**config.mk**
```make
export PLATFORM = sky130hd
export DESIGN_NAME = mem_port_arbiter_flat
export DESIGN_NICKNAME = d
export VERILOG_FILES = /design/src/rtl/mem_port_arbiter_if.sv /design/src/rtl/mem_port_arbiter.sv /design/src/flat_wrapper.sv
export SDC_FILE = /design/constraint.sdc
export NUM_CORES = 1
export LEC_CHECK = 0
export BUFFER_PORTS_ARGS = -buffer_cell sky130_fd_sc_hd__buf_2
export CAP_MARGIN = 10
export CORE_MARGIN = 10
export CORE_UTILIZATION = 45
export CTS_CLUSTER_SIZE = 8
export DETAILED_ROUTE_END_ITERATION = 7
export PLACE_DENSITY = 0.81
export SLEW_MARGIN = 0
export SYNTH_ARGS = -nofsm -noshare
export SYNTH_HDL_FRONTEND = slang
export SYNTH_SLANG_ARGS = --single-unit
```
**constraint.sdc**
```tcl
create_clock -name clk -period 4.2 [get_ports clk]
set_clock_uncertainty 0.15 [all_clocks]
set_input_delay 0.21 -clock clk [delete_from_list [all_inputs] [get_ports clk]]
set_output_delay 0.21 -clock clk [all_outputs]
set_load 0.005 [all_outputs]
```
**src/rtl/mem_port_arbiter_if.sv**
```systemverilog
// Bundle of the request-queue side and memory-port side signals of mem_port_arbiter.
// Handshake: a memory request transfers on a cycle where mem_req_valid && mem_req_ready; valid and data hold until then.
interface mem_port_arbiter_if #(
    parameter int NUM_REQ         = 4,
    parameter int REQ_WIDTH       = 64,
    parameter int MAX_OUTSTANDING = 8
);
    localparam int OW = $clog2(MAX_OUTSTANDING + 1);

    logic [NUM_REQ-1:0]           req_valid;
    logic [NUM_REQ*REQ_WIDTH-1:0] req_data;
    logic [NUM_REQ-1:0]           req_pop;
    logic [NUM_REQ-1:0]           grant;
    logic                         mem_req_valid;
    logic [REQ_WIDTH-1:0]         mem_req_data;
    logic                         mem_req_ready;
    logic                         mem_resp_valid;
    logic [NUM_REQ-1:0]           resp_sel;
    logic [OW-1:0]                outstanding;
    logic                         resp_error;

    // master: the arbiter itself; slave: the queues and memory around it
    modport master (
        input  req_valid, req_data, mem_req_ready, mem_resp_valid,
        output req_pop, grant, mem_req_valid, mem_req_data, resp_sel, outstanding, resp_error
    );
    modport slave (
        output req_valid, req_data, mem_req_ready, mem_resp_valid,
        input  req_pop, grant, mem_req_valid, mem_req_data, resp_sel, outstanding, resp_error
    );
endinterface

```
**src/rtl/mem_port_arbiter.sv**
```systemverilog
// Round-robin arbiter sharing one memory request port among NUM_REQ queues, with an in-order
// ID FIFO that steers each memory response back to the requester that issued it.
module mem_port_arbiter #(
    parameter int NUM_REQ         = 4,
    parameter int REQ_WIDTH       = 64,
    parameter int MAX_OUTSTANDING = 8
) (
    input  logic                clk,
    input  logic                reset,
    mem_port_arbiter_if.master  bus,
    output logic                state_dbg_o
);
    localparam int PW  = $clog2(NUM_REQ);
    localparam int OW  = $clog2(MAX_OUTSTANDING + 1);
    localparam int FW  = (MAX_OUTSTANDING > 1) ? $clog2(MAX_OUTSTANDING) : 1;
    localparam logic [OW:0] MAX_W    = (OW + 1)'(MAX_OUTSTANDING);
    localparam logic [PW:0] NR_W     = (PW + 1)'(NUM_REQ);
    localparam logic [PW-1:0] LAST_R = PW'(NUM_REQ - 1);

    typedef enum logic {IDLE, HOLD} state_t;

    state_t                 state_q;
    logic                   mem_valid_q;
    logic [REQ_WIDTH-1:0]   mem_data_q;
    logic [PW-1:0]          held_id_q;
    logic [PW-1:0]          rr_ptr_q;
    logic [OW-1:0]          outstanding_q, outstanding_d;
    logic                   resp_error_q;
    logic [FW-1:0]          wr_ptr_q, rd_ptr_q;
    logic [PW-1:0]          id_mem_q [MAX_OUTSTANDING];

    logic                   accept, resp, capture, found;
    logic [OW:0]            occ_next;
    logic [PW:0]            scan;
    logic [PW-1:0]          win_idx, rr_next;
    logic [REQ_WIDTH-1:0]   cap_data;
    logic [NUM_REQ-1:0]     pop_vec, sel_vec;

    function automatic logic [FW-1:0] fifo_inc(input logic [FW-1:0] p);
        return (p == FW'(MAX_OUTSTANDING - 1)) ? '0 : p + FW'(1);
    endfunction

    always_comb begin
        accept   = (state_q == HOLD) && bus.mem_req_ready && !reset;
        resp     = bus.mem_resp_valid && (outstanding_q != '0) && !reset;
        // occupancy as it will stand after this edge; a same-cycle response frees a credit
        occ_next = {1'b0, outstanding_q} + (OW + 1)'(accept) - (OW + 1)'(resp);
        outstanding_d = occ_next[OW-1:0];

        found   = 1'b0;
        win_idx = '0;
        scan    = '0;
        for (int i = 0; i < NUM_REQ; i++) begin
            scan = {1'b0, rr_ptr_q} + (PW + 1)'(i);
            if (scan >= NR_W) scan = scan - NR_W;
            if (!found && bus.req_valid[scan[PW-1:0]]) begin
                found   = 1'b1;
                win_idx = scan[PW-1:0];
            end
        end

        cap_data = '0;
        for (int i = 0; i < NUM_REQ; i++) begin
            if (win_idx == PW'(i)) cap_data = bus.req_data[i*REQ_WIDTH +: REQ_WIDTH];
        end

        rr_next = (win_idx == LAST_R) ? '0 : win_idx + PW'(1);
        capture = !reset && (occ_next < MAX_W) && found && ((state_q == IDLE) || accept);
        pop_vec = capture ? (NUM_REQ'(1) << win_idx) : '0;
        sel_vec = resp ? (NUM_REQ'(1) << id_mem_q[rd_ptr_q]) : '0;
    end

    always_ff @(posedge clk) begin
        if (reset) begin
            state_q       <= IDLE;
            mem_valid_q   <= 1'b0;
            mem_data_q    <= '0;
            held_id_q     <= '0;
            rr_ptr_q      <= '0;
            wr_ptr_q      <= '0;
            rd_ptr_q      <= '0;
            outstanding_q <= '0;
            resp_error_q  <= 1'b0;
        end else begin
            outstanding_q <= outstanding_d;
            if (bus.mem_resp_valid && (outstanding_q == '0)) resp_error_q <= 1'b1;
            if (accept) begin
                id_mem_q[wr_ptr_q] <= held_id_q;
                wr_ptr_q           <= fifo_inc(wr_ptr_q);
            end
            if (resp) rd_ptr_q <= fifo_inc(rd_ptr_q);
            if (capture) begin
                state_q     <= HOLD;
                mem_valid_q <= 1'b1;
                mem_data_q  <= cap_data;
                held_id_q   <= win_idx;
                rr_ptr_q    <= rr_next;
            end else if (accept) begin
                state_q     <= IDLE;
                mem_valid_q <= 1'b0;
            end
        end
    end

    assign bus.req_pop       = pop_vec;
    assign bus.grant         = pop_vec;
    assign bus.resp_sel      = sel_vec;
    assign bus.mem_req_valid = mem_valid_q;
    assign bus.mem_req_data  = mem_data_q;
    assign bus.outstanding   = outstanding_q;
    assign bus.resp_error    = resp_error_q;
    assign state_dbg_o       = (state_q == HOLD);
endmodule

```
**src/flat_wrapper.sv**
```systemverilog
// flat-port wrapper written by rule: the top's interface ports become plain ports
module mem_port_arbiter_flat 
#(
    parameter int NUM_REQ         = 4,
    parameter int REQ_WIDTH       = 64,
    parameter int MAX_OUTSTANDING = 8
)
  (clk, reset, state_dbg_o, bus_req_valid, bus_req_data, bus_mem_req_ready, bus_mem_resp_valid, bus_req_pop, bus_grant, bus_mem_req_valid, bus_mem_req_data, bus_resp_sel, bus_outstanding, bus_resp_error);
  mem_port_arbiter_if #(.NUM_REQ(NUM_REQ), .REQ_WIDTH(REQ_WIDTH), .MAX_OUTSTANDING(MAX_OUTSTANDING)) bus_i ();
  input  logic clk;
  input  logic reset;
  output logic state_dbg_o;
  input wire logic [$bits(bus_i.req_valid)-1:0] bus_req_valid;
  input wire logic [$bits(bus_i.req_data)-1:0] bus_req_data;
  input wire logic [$bits(bus_i.mem_req_ready)-1:0] bus_mem_req_ready;
  input wire logic [$bits(bus_i.mem_resp_valid)-1:0] bus_mem_resp_valid;
  output wire logic [$bits(bus_i.req_pop)-1:0] bus_req_pop;
  output wire logic [$bits(bus_i.grant)-1:0] bus_grant;
  output wire logic [$bits(bus_i.mem_req_valid)-1:0] bus_mem_req_valid;
  output wire logic [$bits(bus_i.mem_req_data)-1:0] bus_mem_req_data;
  output wire logic [$bits(bus_i.resp_sel)-1:0] bus_resp_sel;
  output wire logic [$bits(bus_i.outstanding)-1:0] bus_outstanding;
  output wire logic [$bits(bus_i.resp_error)-1:0] bus_resp_error;
  assign bus_i.req_valid = bus_req_valid;
  assign bus_i.req_data = bus_req_data;
  assign bus_i.mem_req_ready = bus_mem_req_ready;
  assign bus_i.mem_resp_valid = bus_mem_resp_valid;
  assign bus_req_pop = bus_i.req_pop;
  assign bus_grant = bus_i.grant;
  assign bus_mem_req_valid = bus_i.mem_req_valid;
  assign bus_mem_req_data = bus_i.mem_req_data;
  assign bus_resp_sel = bus_i.resp_sel;
  assign bus_outstanding = bus_i.outstanding;
  assign bus_resp_error = bus_i.resp_error;
  mem_port_arbiter #(.NUM_REQ(NUM_REQ), .REQ_WIDTH(REQ_WIDTH), .MAX_OUTSTANDING(MAX_OUTSTANDING)) u_core (.clk(clk), .reset(reset), .bus(bus_i), .state_dbg_o(state_dbg_o));
endmodule
```
==> results of run 1 <==
==> what timing repair did <==
action | in CTS | in global routing
endpoints found under the hold margin | 2 | 0
gates resized for setup | 0 | 3
setup endpoints to repair | 0 | 37
hold buffers | 2 | 0
==> logic make-up (layout without fill, tap and decap cells) <==
group	count (synthesis)	in the layout	synth area share, %
other	0	1	0
buffers and inverters	103	394	6.959
xor gates and xnor gates	2	2	0.2858
AOI/OAI and AO/OA	339	339	37.04
muxes	13	13	3.265
DFF	99	99	34.94
and+or+nand+nor	191	191	14.33
adders and majority gates	15	15	3.184
==> worst paths after layout <==
check / from / slack, ns / endpoint
worst min register to register: u_core.bus.resp_error / 0.34 / u_core.bus.resp_error
worst max-delay path: u_core.bus.outstanding[3] / 0.29 / bus_grant[1]
worst min-delay path: bus_req_data[235] / 0.01 / u_core.bus.mem_req_data[43]
worst max register to register: u_core.bus.outstanding[3] / 0.33 / u_core.bus.mem_req_data[3]
==> critical path, cell delays in order, from the launching register on <==
cell and delay, ns:
dfxtp_1 0.36, inv_1 0.09, ha_1 0.19, nor3b_2 0.18
nor3b_2 0.22, ha_1 0.26, inv_1 0.05, ha_1 0.16
inv_1 0.06, fa_1 0.37, nor2b_1 0.19, o31ai_2 0.13
mux2_4 0.43, buf_12 0.20, and3_1 0.20, buf_2 0.13
==> state kept, by name (all words and copies together) (netlist names), named ones only <==
name,flops
u_core.state_dbg_o,1
u_core.wr_ptr_q,3
u_core.rd_ptr_q,3
u_core.bus.mem_req_data,64
u_core.id_mem_q,16
u_core.bus.outstanding,4
u_core.held_id_q,2
u_core.rr_ptr_q,2
u_core.bus.resp_error,1
==> final cells by class <==
| cell class | instances | area, um2 |
|---|---|---|
| Sequential cell | 99 | 2142 |
| Clock inverter | 7 | 82.58 |
| Fill cell | 1216 | 5020 |
| Clock buffer | 9 | 225.2 |
| Timing Repair Buffer | 366 | 1924 |
| Antenna cell | 1 | 2.502 |
| Inverter | 12 | 45.04 |
| Tap cell | 176 | 220.2 |
| Multi-Input combinational cell | 560 | 3633 |
==> routing by layer <==
layer / track usage, % / share of wire [%] / up-vias / wire (um)
met2: 42.15 / 50 / 341 / 12350
met5: 0 / 0 / - / 0
met4: 6.213 / 1.9 / 0 / 470
met1: 29.27 / 39 / 3199 / 9682
li1: - / - / 3459 / -
met3: 8.541 / 9.4 / 30 / 2337
==> cells in the final DEF (no fill, tap or decap), drive strengths merged, types with 4 or more instances in the layout <==
cell type    n
a2111oi     64
a21oi      141
buf        364
clkbuf       9
dfxtp       83
edfxtp      16
ha          14
inv         16
mux2         4
mux2i        5
mux4         4
nand2       71
nand2b       6
nor2        26
nor2b        4
nor3        70
nor3b        4
o211a       64
o21ai       66
==> power groups by stage <==
stage / clock [mW] / sequential (mW) / combinational (mW)
finish: 0.863 / 1.29 / 3.92
global route: 0.926 / 1.31 / 4.31
CTS: 0.883 / 1.29 / 3.91
detailed placement: 0 / 1.31 / 3.88
global placement: 0 / 1.30 / 3.83
floorplan: 0 / 1.30 / 2.68
==> through the flow <==
stage	instance area [um2]	hold slack (ns)	std cells	power (mW)
final	8275	0.01073	1230	6.080
after global routing	8273	0.007619	1229	6.554
after CTS	8260	0.003874	1229	6.082
after detailed placement	7933	0.3151	1211	5.195
after global placement	7933	0.3080	1211	5.133
after floorplan	6131	0.1995	762	3.983
==> impl_results.md, run 1 <==
- CTS max path bufs: 2
- Wire length per cell: 20.19 um
- Final Hold Fails: 0
- Switching share of total power: 48.56%
- Worst slew pin tran: 0.9688 ns
- CTS tree: built
- Global-route usage over all layers: 24.82%
- Final setup fails: 0
- Initial antenna violation count: 0
- Req. time, crit path: 3.84 ns
- Synthesized area per cell: 8.046 um2
- Internal Power: 3.128 mW
- Vias/cell: 5.715
- Final ANT Viol Nets: 0
- TritonCTS buffer count: 9
- Wirelength, routed: 24.84 mm
- Post-synthesis net count: 1041
- Vias in the first global route: 6939
- Max-slew violations: 0
- Crit end category: output pin
- VDD IR max: 0.7442 mV
- Clk slew on worst S/H paths: 0.07 ns
- Outcome: finished clean
- Hold Path Class: in2reg
- Largest net degree at the start of global routing: 99
- Synth top area share: 27.10%
- Post-layout util: 62.24%
- Fin nets: 1327
- Drt pass-1 iters: 5
- Die Y: 136.7 um
- Core footprint: 13300 um2
- Iteration-0 DRC Markers: 474
- Port Buffers: 346
- Most frequent cells after synthesis: a21oi_1, dfxtp_1, nand2_1
- CP Launch Type: flip-flop
- Sequential element share of the synthesized area: 34.94%
- Post-synth ARST share: 0%
- CTS Root Cell: clkbuf_16
- Site row count: 42
- Final worst slack: 0.2872 ns
- GP Congestion: 0.9162
- Final Critical Period: 3.913 ns
- Mapped Area: 6131 um2
- Post-synth EDFFs: 16
- Clk pwr share: 14.2%
- Initial Util: 46.11%
- Residual DRC: 0
- Cell Pwr Density: 734.7 nW/um2
- Clk sink count: 99
- Final Cycle Share: 93.16%
- Clock Latency Late Sink: 0.35 ns
- FMAX: 255.6 MHz
- Die ar.: 18690 um2
- R2R depth: 15
- Synth-to-layout area growth: 34.98%
- Post-CTS Setup Inserts: 0
- Critical Path Fanout Max: 28
- Fin Setup TNS: 0 ns
- Grt total ovfl: 0
- Part of the power in registers: 21.3%
- Comb pwr share: 64.5%
- Sw Pwr: 2.952 mW
- Synth area leaders: dfxtp_1, a21oi_1, o211a_1
- I/O pin count: 347
- Top FF cell, synth: dfxtp_1
- Yosys cell types: 37
- DP Wirelength: 18.65 mm
- Setup WS pre-CTS: 0.2881 ns
- Critical path class: reg2out
- Share of cells above drive strength 1: 37.61%
- Total of max-cap violations: 0
- Most frequent cell after synthesis: a21oi_1
- Largest area contributor in the netlist: dfxtp_1
- CP arrival: 3.55 ns
- Routed vias: 7029
- Die Span X: 136.7 um
- H-tree depth: 3
- RSZ-0062 raised after global routing: false
- Gate Count Post-Synth: 762
- Max_slew headroom: 34.03%
- Cells on Worst Hold Path: 3
- Leakage power: 3.927 nW
- Synth Warn #: 0
- Yosys reg bits: 99
- First-pass GRT wire length: 37.31 mm
Note: power is estimated with default switching activity, not from simulation.
==> run 2, diff against run 1 <==
Settings changed: REMOVE_ABC_BUFFERS set to 1.
==> run 2 against run 1 <==
Compared with the run above: maximum frequency is 0.28% higher; via count up 5.1%; sequential share of layout area down 0.27 points; cell count is 0.41% higher; critical path depth decreased by 4; die area unchanged; critical path type is now reg2reg.
==> impl_results.md, run 2 (synthesis results as in run 1) <==
- Site row count: 42
- Grt total ovfl: 0
- R2R depth: 11
- Final setup fails: 0
- Clk sink count: 99
- Vias in the first global route: 7011
- Outcome: finished clean
- Fin nets: 1330
- Worst slew pin tran: 1.196 ns
- Total power draw: 6.438 mW
- Final worst slack: 0.2981 ns
- Final ANT Viol Nets: 0
- Crit end category: flip-flop
- GP Congestion: 0.9632
- Cell Pwr Density: 769.9 nW/um2
- Clk slew on worst S/H paths: 0.07 ns
- Fin Setup TNS: 0 ns
- CTS tree: built
- Final Cycle Share: 92.90%
- Largest net degree at the start of global routing: 66
- Initial Util: 46.11%
- Setup WS pre-CTS: 0.3044 ns
- Routed vias: 7388
- Die Y: 136.7 um
- Post-CTS Setup Inserts: 0
- I/O pin count: 347
- Wirelength, routed: 26.85 mm
- Share of cells above drive strength 1: 37.88%
- Final Hold Fails: 0
- Core footprint: 13300 um2
- Residual DRC: 0
- FMAX: 256.3 MHz
- CP arrival: 3.95 ns
- Drt pass-1 iters: 5
- Max reg flops: 64
- Critical Path Fanout Max: 49
- Most frequent cells in the layout: buf_2, a21oi_1, dfxtp_1
- VDD IR max: 0.4567 mV
- RSZ-0062 raised after global routing: false
- TritonCTS buffer count: 9
- Iteration-0 DRC Markers: 776
- Port Buffers: 346
- Initial antenna violation count: 2
- DP Wirelength: 20.25 mm
- Final Critical Period: 3.902 ns
- CTS max path bufs: 2
- Max-slew violations: 0
- Post-layout util: 62.89%
- Clock Latency Late Sink: 0.34 ns
- Vias/cell: 5.982
- Req. time, crit path: 4.25 ns
- Critical path class: reg2reg
- Die Span X: 136.7 um
- H-tree depth: 3
- Wire length per cell: 21.74 um
- Cells on Worst Hold Path: 3
- CP Launch Type: flip-flop
- Leakage power: 3.968 nW
- Max_slew headroom: 20.28%
- Hold Path Class: in2reg
- Hold-fix buffers at CTS: 0
- CTS-repair resized insts: 0
- CTS Root Cell: clkbuf_16
- First-pass GRT wire length: 39.92 mm
- Placed cell areas: 7975 um2
- Synth-to-layout area growth: 36.39%
- Total of max-cap violations: 0
- Die ar.: 18690 um2
- Post-route design area: 8362 um2
- Most common cell after layout, fill and taps aside: buf_2
- Global-route usage over all layers: 26.99%
[run 2: through the flow]
step	cells	hold slack, ns
2_1_floorplan	671	0.1267
3_3_place_gp	1215	0.3104
3_5_place_dp	1215	0.3537
4_1_cts	1231	0.005655
5_1_grt	1235	0.02858
6_report	1235	0.01460
[run 2: worst max-delay path, cell delays in order (launching register included)]
cell and delay (ns):
dfxtp_1 0.39, nand2b_1 0.18, a21oi_1 0.16, nor3_1 0.08
buf_4 0.16, inv_1 0.09, ha_2 0.77, inv_2 0.41
buf_12 0.30, o211a_1 0.25, a2111oi_0 0.68, nor3_1 0.09
[run 2: layout make-up]
cell class | instances | area [um2]
Fill cell | 1174 | 4933
Tap cell | 176 | 220.2
Multi-Input combinational cell | 561 | 3655
Sequential cell | 99 | 2142
Inverter | 12 | 45.04
Clock inverter | 7 | 120.1
Timing Repair Buffer | 368 | 1947
Clock buffer | 9 | 225.2
Antenna cell | 3 | 7.507
[run 2: path summary, 6_finish.rpt]
| path | slack, ns | end | start |
|---|---|---|---|
| worst max-delay path | 0.30 | u_core.bus.mem_req_data[37] | u_core.rr_ptr_q[1] |
| worst min-delay path | 0.01 | u_core.bus.resp_error | bus_mem_resp_valid |
| worst max register to register | 0.30 | u_core.bus.mem_req_data[37] | u_core.rr_ptr_q[1] |
| worst min register to register | 0.36 | u_core.bus.mem_req_data[51] | u_core.bus.mem_req_data[51] |
[run 2: per-layer routing]
metal	vias to the layer above	global-route usage, %	wire length, um
met1	3406	32.62	10080
met5	-	0	0
met3	44	7.808	2916
met2	466	45.38	13360
met4	0	8.047	501
li1	3472	-	-
[run 2: power breakdown]
part	total [mW]	switching, mW	internal (mW)	leakage, nW
Clock	0.961	0.374	0.587	0.168
Combinational	4.18	2.57	1.60	2.97
Sequential	1.30	0.128	1.17	0.827
Total	6.44	3.08	3.36	3.97
